`src/rtl/ureg_defs.sv`:
```
// Mode encodings shared by univ_reg and anything that drives its mode input.
package ureg_defs;

    localparam int         UREG_MODE_W = 3;

    localparam logic [2:0] UREG_HOLD = 3'd0;
    localparam logic [2:0] UREG_LOAD = 3'd1;
    localparam logic [2:0] UREG_SHL  = 3'd2;
    localparam logic [2:0] UREG_SHR  = 3'd3;
    localparam logic [2:0] UREG_ROTL = 3'd4;
    localparam logic [2:0] UREG_ROTR = 3'd5;
    localparam logic [2:0] UREG_CNTU = 3'd6;
    localparam logic [2:0] UREG_CNTD = 3'd7;

endpackage

```
`src/rtl/dff_cell.sv`:
```
// Single-bit rising-edge D flip-flop with async active-low reset to a per-bit value.
module dff_cell #(
    parameter logic RST_BIT = 1'b0
) (
    input  logic D,
    input  logic CP,
    input  logic n_rst,
    output logic Q,
    output logic Qbar
);

    logic r_q;

    always_ff @(posedge CP or negedge n_rst) begin
        if (!n_rst) begin
            r_q <= RST_BIT;
        end else begin
            r_q <= D;
        end
    end

    assign Q    = r_q;
    assign Qbar = ~r_q;

endmodule

```
`src/rtl/univ_reg.sv`:
```
// WIDTH-bit multi-mode register: hold, load, shift, rotate, count up/down.
// Optional synchronous clear port is compiled in with UREG_SYNC_CLR_EN.
module univ_reg
    import ureg_defs::*;
#(
    parameter int               WIDTH   = 4,
    parameter logic [WIDTH-1:0] RST_VAL = '0
) (
    input  logic                   CP,
    input  logic                   n_rst,
    input  logic [UREG_MODE_W-1:0] mode,
    input  logic [WIDTH-1:0]       D,
    input  logic                   SI_L,
    input  logic                   SI_R,
    output logic [WIDTH-1:0]       Q,
    output logic [WIDTH-1:0]       Qbar,
    output logic                   SO_L,
    output logic                   SO_R,
    output logic                   TC
`ifdef UREG_SYNC_CLR_EN
    ,
    input  logic                   clr
`endif
);

    logic             w_clr;
    logic [WIDTH-1:0] w_q;
    logic [WIDTH-1:0] w_qbar;
    logic [WIDTH-1:0] w_shl;
    logic [WIDTH-1:0] w_shr;
    logic [WIDTH-1:0] w_rotl;
    logic [WIDTH-1:0] w_rotr;
    logic [WIDTH-1:0] w_inc;
    logic [WIDTH-1:0] w_dec;
    logic [WIDTH-1:0] w_next;
    logic             r_tc;

`ifdef UREG_SYNC_CLR_EN
    assign w_clr = clr;
`else
    assign w_clr = 1'b0;
`endif

    // A 1-bit register has no neighbours: shifts take the serial input, rotates hold.
    generate
        if (WIDTH == 1) begin : g_w1
            assign w_shl  = SI_L;
            assign w_shr  = SI_R;
            assign w_rotl = w_q;
            assign w_rotr = w_q;
        end else begin : g_wn
            assign w_shl  = {w_q[WIDTH-2:0], SI_L};
            assign w_shr  = {SI_R, w_q[WIDTH-1:1]};
            assign w_rotl = {w_q[WIDTH-2:0], w_q[WIDTH-1]};
            assign w_rotr = {w_q[0], w_q[WIDTH-1:1]};
        end
    endgenerate

    assign w_inc = w_q + WIDTH'(1);
    assign w_dec = w_q - WIDTH'(1);

    always_comb begin
        w_next = w_q;
        if (w_clr) begin
            w_next = '0;
        end else begin
            case (mode)
                UREG_HOLD: w_next = w_q;
                UREG_LOAD: w_next = D;
                UREG_SHL:  w_next = w_shl;
                UREG_SHR:  w_next = w_shr;
                UREG_ROTL: w_next = w_rotl;
                UREG_ROTR: w_next = w_rotr;
                UREG_CNTU: w_next = w_inc;
                UREG_CNTD: w_next = w_dec;
                default:   w_next = w_q;
            endcase
        end
    end

    generate
        for (genvar i = 0; i < WIDTH; i++) begin : g_bit
            dff_cell #(
                .RST_BIT (RST_VAL[i])
            ) u_cell (
                .D     (w_next[i]),
                .CP    (CP),
                .n_rst (n_rst),
                .Q     (w_q[i]),
                .Qbar  (w_qbar[i])
            );
        end
    endgenerate

    // TC flags the value just reached, so it is judged on w_next, not the old Q.
    always_ff @(posedge CP or negedge n_rst) begin
        if (!n_rst) begin
            r_tc <= 1'b0;
        end else if (w_clr) begin
            r_tc <= 1'b0;
        end else begin
            case (mode)
                UREG_CNTU: r_tc <= (w_next == {WIDTH{1'b1}});
                UREG_CNTD: r_tc <= (w_next == {WIDTH{1'b0}});
                default:   r_tc <= 1'b0;
            endcase
        end
    end

    assign Q    = w_q;
    assign Qbar = w_qbar;
    assign SO_L = w_q[WIDTH-1];
    assign SO_R = w_q[0];
    assign TC   = r_tc;

endmodule

```
`config.mk`:
```
export PLATFORM = sky130hd
export DESIGN_NAME = univ_reg
export DESIGN_NICKNAME = d
export VERILOG_FILES = /design/src/rtl/ureg_defs.sv /design/src/rtl/dff_cell.sv /design/src/rtl/univ_reg.sv
export SDC_FILE = /design/constraint.sdc
export NUM_CORES = 1
export LEC_CHECK = 0
export ABC_AREA = 1
export CAP_MARGIN = 10
export CORE_MARGIN = 4
export CORE_UTILIZATION = 45
export DETAILED_ROUTE_END_ITERATION = 12
export GPL_ROUTABILITY_DRIVEN = 1
export PLACE_DENSITY = 0.74
export RECOVER_POWER = 50
export SYNTH_ARGS = -nofsm -noshare
export SYNTH_HDL_FRONTEND = slang
export SYNTH_SLANG_ARGS = --single-unit
```
`constraint.sdc`:
```
create_clock -name CP -period 3.52 [get_ports CP]
set_input_delay 1.056 -clock CP [delete_from_list [all_inputs] [get_ports CP]]
set_output_delay 1.056 -clock CP [all_outputs]
set_load 0.005 [all_outputs]
```
=== Word-level counts from Yosys, hierarchy flattened ===
Index checks and enable logic that the tools add are counted.

* Word-level logic and storage cells: 23
* Output and inout bits: 11
* Flip-flop bits (word level): 5
* Input port bits: 11

* Equality and inequality tests: 8
* Muxes and demuxes: 2
* $add $sub $neg: 2
* Bitwise logic cells: 4
* Reductions and logical operators: 2

{| class="wikitable"
|+ Operator list
! cell !! number
|-
| $pmux W4 S8 || 1
|-
| $eq A3 B3 Y1 const B || 4
|-
| $eq A3 B2 Y1 const B || 2
|-
| $add A4 B1 Y4 const B || 1
|-
| $eq A4 B4 Y1 const B || 1
|-
| $logic_not A4 Y1 || 1
|-
| $not A1 Y1 || 4
|-
| $sub A4 B1 Y4 const B || 1
|-
| $eq A3 B1 Y1 const B || 1
|-
| $logic_not A3 Y1 || 1
|-
| $pmux W1 S2 || 1
|}

=== Longest topological paths before layout ===
* Depth after elaboration: 4
* Depth in mapped cells: 15
* Gate-level depth less buffers: 15

=== By module ===
A second synthesis with hierarchy kept.

* Cell total of the unflattened synthesis: 110
* Area, all modules: 679.4 um2

{| class="wikitable"
|+ By module, submodules not included
! module !! area an instance (um2) !! cells an instance !! seq. area each (um2) !! times used
|-
| univ_reg || 564.3 || 102 || 25.0 || 1
|-
| dff_cell || 28.8 || 2 || 25.0 || 4
|}

=== Worst setup path after synthesis ===
OpenSTA, ideal clock, no wires.

* Path kind: input to register
* From: input port mode[2]
* To: register r_tc, in the netlist TC
* Stages: 14
* Buffers on the path: 1
* Setup time: 65 ps
* Arrival: 2,297 ps
* Path slack: 1,158 ps
* Required time: 3,455 ps
* Path through: buf_4 nand4_1 nand2_1 inv_1 ha_1 nand2_1 nand2_1 nor2_1 nand3_2 nor2_1 nand2_1 nor2_1 nand2_1 nand2_1

* Longest elaborated chain between the ends: 4
* Elaborated cells on any way between the ends: 12
* Those cells by class: eq/ne (8); mux (2); reduce/logical (2)

{| class="wikitable"
|+ Ends and longest elaborated chain
! item !! line !! source
|-
| start, declared || univ_reg.sv:11 || <nowiki>input logic [UREG_MODE_W-1:0] mode,</nowiki>
|-
| $eq A3 B3 Y1 (tied with other cells) || univ_reg.sv:67 || <nowiki>case (mode)</nowiki>
|-
| $pmux W4 S8 * || univ_reg.sv:67 ||
|-
| net g_bit[1].u_cell.D || dff_cell.sv:5 || <nowiki>input logic D,</nowiki>
|-
| $eq A4 B4 Y1 or $logic_not A4 Y1 (tied branches) || univ_reg.sv:103, univ_reg.sv:104 ||
|-
| $pmux W1 S2 * || univ_reg.sv:102 || <nowiki>case (mode)</nowiki>
|-
| end signal, assigned || univ_reg.sv:103 || <nowiki>UREG_CNTU: r_tc <= (w_next == {WIDTH{1'b1}});</nowiki>
|-
| end signal, assigned || univ_reg.sv:104 || <nowiki>UREG_CNTD: r_tc <= (w_next == {WIDTH{1'b0}});</nowiki>
|-
| end, declared || univ_reg.sv:36 || <nowiki>logic r_tc;</nowiki>
|}

The timed path passes the listed nets; every way through them passes the cells marked *.

=== Final worst setup path ===
* From: input port mode[1]
* To: register r_tc, in the netlist TC

Same word-level chain as after synthesis.

==> summary.md <==
| Metric | Value |
|---|---|
| Hold_buf cts | 0 |
| Synth area leader | dfrtp_1 |
| Switch share | 40.0% |
| Min-delay src | g_bit[1].u_cell.Q |
| FF-to-FF path depth | 14 |
| Clock sink total | 5 |
| RSZ-0062 raised after global routing | false |
| Tmin final | 2.80 ns |
| # setup viols final | 0 |
| CP required | 3.71 ns |
| M1 wire length | 758 microns |
| H-tree depth | 1 |
| Vias | 784 |
| Syn Inst Count | 116 |
| Core Box Area | 1370 sq um |
| Sequential share of the synthesized area | 18.1% |
| Crit path DAT | 2.98 ns |
| WP buf/inv | 2 |
| CTS tree | yes |
| Worst r2r src | g_bit[1].u_cell.Q |
| Initial antenna violation count | 0 |
| Met3 wire len | 121 microns |
| Area grow syn2layout | 28.2% |
| Synth cell count leaders | 33 x nand2_1, 17 x inv_1, 13 x nor2_1, 11 x nand3_1, 10 x nand4_1 |
| Die area | 2230 sq um |
| Status | finished, final reports clean |
| First-pass GRT wire length | 2810 microns |
| Postcts setup bufs | 0 |
| Pwr/cell area | 364 nW/um^2 |
| Final #Nets | 147 |
| Largest stage delay, worst path | 0.64 ns |
| # fillers | 133 |
| R2r endpoint | TC |
| Mapped Area | 692 sq um |
| Crit end category | register |
| Gate power share | 51.9% |
| Die width | 47.2 microns |
| Final wirelength | 1720 microns |
| Diode count | 0 |
| Vias in the first global route | 660 |
| EDFF count, synth | 0 |
| Critical Path, Cell by Cell | clkdlybuf4s50_1 -> nand4_1 -> nand2_1 -> inv_1 -> ha_1 -> nand2_1 -> nand2_1 -> nor2_1 -> nand3_2 -> nor2_1 -> nand2_1 -> nor2_1 -> nand2_1 -> nand2_1 |
| Synth async-reset ratio | 100% |
| Count leader, synth | nand2_1 |
| RD Place Congestion | 0.864 |
| Max Clk Rate | 357 MHz |
| Max_cap viols | 0 |
| GRT overflow | 0 |
| Delay-heaviest family, CP | simple AND/OR/NAND/NOR gates |
| Die Y | 47.2 microns |
| Worst IR drop on VDD | 0.000227 V |
| Final Hold Fails | 0 |
| Total power | 322 uW |
| Post-CTS sizing | 0 |
| Final Slew Violations | 0 |
| DRC | 0 |
| Ratio of cells with drive above 1 in the final layout | 10.4% |
| Clk buf depth | 2 |
| Clock Power Share | 21.5% |
| Switch Pwr | 129 uW |
| Fin crit share | 79.5% |
| Leak pwr | 0.468 nW |
| Post-synth top area share | 18.1% |
| Critical Path Source | mode[1] |
| Remaining antenna violation count | 0 |
| Pint | 194 uW |
| Syn nets | 128 |
| Syn Area/Cell | 5.96 sq um |
| FF+latch count, synth | 5 |
| Initial Util | 50.6% |
| Wirelength per Cell | 11.5 microns |
| Most used cell, CP | nand2_1 |
| WHS | 0.589 ns |
| Row cnt | 13 |
| Post-synth cell types | 17 |
| Synth Warn # | 0 |
| Worst path slowest cell | clkdlybuf4s50_1 |
| R2R setup slack | 1.70 ns |
| TNS Setup | 0 ns |
| Ports | 22 |
| CP max FO | 6 |
| CTS buffer count | 3 |
| Post-DP HPWL | 1400 microns |
| IO buf count | 21 |
| Startpoint Class | input port |
| Drt pass-1 iters | 4 |
| Worst hold path class | reg -> reg |
| Worst-Skew Late Latency | 0.24 ns |
| Hold Path Cell Cnt | 2 |
| Metal2 WL | 820 microns |
| Setup Skew | 0.000891 ns |
| Tot GR Track Use | 17.5% |
| Root buf cell | clkbuf_4 |
| Flop pwr share | 26.6% |
| Uppermost layer routed | met4 |
| Largest cells by area after synthesis | dfrtp_1 18%, nand2_1 18%, buf_4 9.8% |
| Largest net degree at the start of global routing | 13 |
| Worst slew margin | 80.4% |
| Crit path kind | in -> reg |
| WHS Endpoint | g_bit[1].u_cell.Q |
| Synth Flop Type | dfrtp_1 |
| Iteration-0 DRC Markers | 25 |
| Clock transition at path regs | 0.05 ns |
| Slew @ Worst Pin | 0.293 ns |
| Vias per cell | 5.26 |
-- cell type report --
| type | count | area (sq um) | area share [%] |
|---|---|---|---|
| tap | 15 | 18.8 | 2.12 |
| clock buffer | 4 | 26.3 | 2.96 |
| inverter | 18 | 67.6 | 7.62 |
| multi-input combinational | 82 | 409 | 46.1 |
| sequential | 5 | 125 | 14.1 |
| timing repair buffer | 25 | 240 | 27.1 |
-- cells by family after synthesis --
group,Yosys count,share of synthesized area (%)
AO/OA/AOI/OAI,6,4.34
XOR/XNOR,1,1.27
adder cells (fa/ha/maj),1,1.81
buffers and inverters,29,22.8
flip-flops,5,18.1
AND/OR/NAND/NOR,74,51.7
-- worst register-to-register path, stage by stage (launching register included) --
cell and delay (ns):
dfrtp_1 0.40, inv_1 0.19, nand2_1 0.11, nand2_1 0.08, inv_1 0.05, ha_1 0.26
nand2_1 0.06, nand2_1 0.05, nor2_1 0.12, nand3_2 0.10, nor2_1 0.09, nand2_1 0.06
nor2_1 0.08, nand2_1 0.06, nand2_1 0.05
-- how the worst max path moves through the flow --
stage	to	slack, ns	depth (start not counted)
floorplan	TC	1.16	14
global placement	TC	0.52	14
detailed placement	TC	0.48	14
CTS	TC	0.72	14
global route	TC	0.50	14
finish	TC	0.72	14
-- power groups by stage --
stage	Clock (mW)	Sequential, mW	Combinational, mW
after floorplan	0	0.0824	0.116
after global placement	0	0.0875	0.170
after detailed placement	0	0.0873	0.172
after CTS	0.0709	0.0864	0.173
after global routing	0.0763	0.0878	0.187
final	0.0695	0.0858	0.167
-- flip-flops by register name, indices dropped and copies added, names as in the netlist --
| register | cells |
|---|---|
| g_bit.u_cell.Q | 4 |
| TC | 1 |
-- stage by stage --
stage          instance area [sq um]  std cells  util [%]  setup slack (ns)
3_5_place_dp                     861        145      63.0             0.480
5_1_grt                          887        149      64.9             0.503
6_report                         887        149      64.9             0.720
4_1_cts                          887        149      64.9             0.722
3_3_place_gp                     861        145      63.0             0.521
2_1_floorplan                    692        116         -              1.16
-- placed cells by master (no fill, tap or decap) --
cell type,n
xor2_1,1
clkbuf_1,1
clkdlybuf4s50_1,15
nand2_2,1
nand3_1,11
a21oi_1,2
nand3_2,4
nor3_4,1
nor2_1,13
clkbuf_4,3
inv_2,1
dlygate4sd3_1,6
buf_4,4
nor3_1,1
nand2_1,33
inv_1,17
nand4_1,10
dfrtp_1,5
ha_1,1
o21ai_0,4
-- routing by layer --
metal / track usage, % / vias up
li1: - / 401
met1: 23.3 / 346
met2: 29.5 / 35
met3: 3.45 / 2
met4: 3.31 / 0
met5: 0 / -
(Power assumes the default switching activity.)
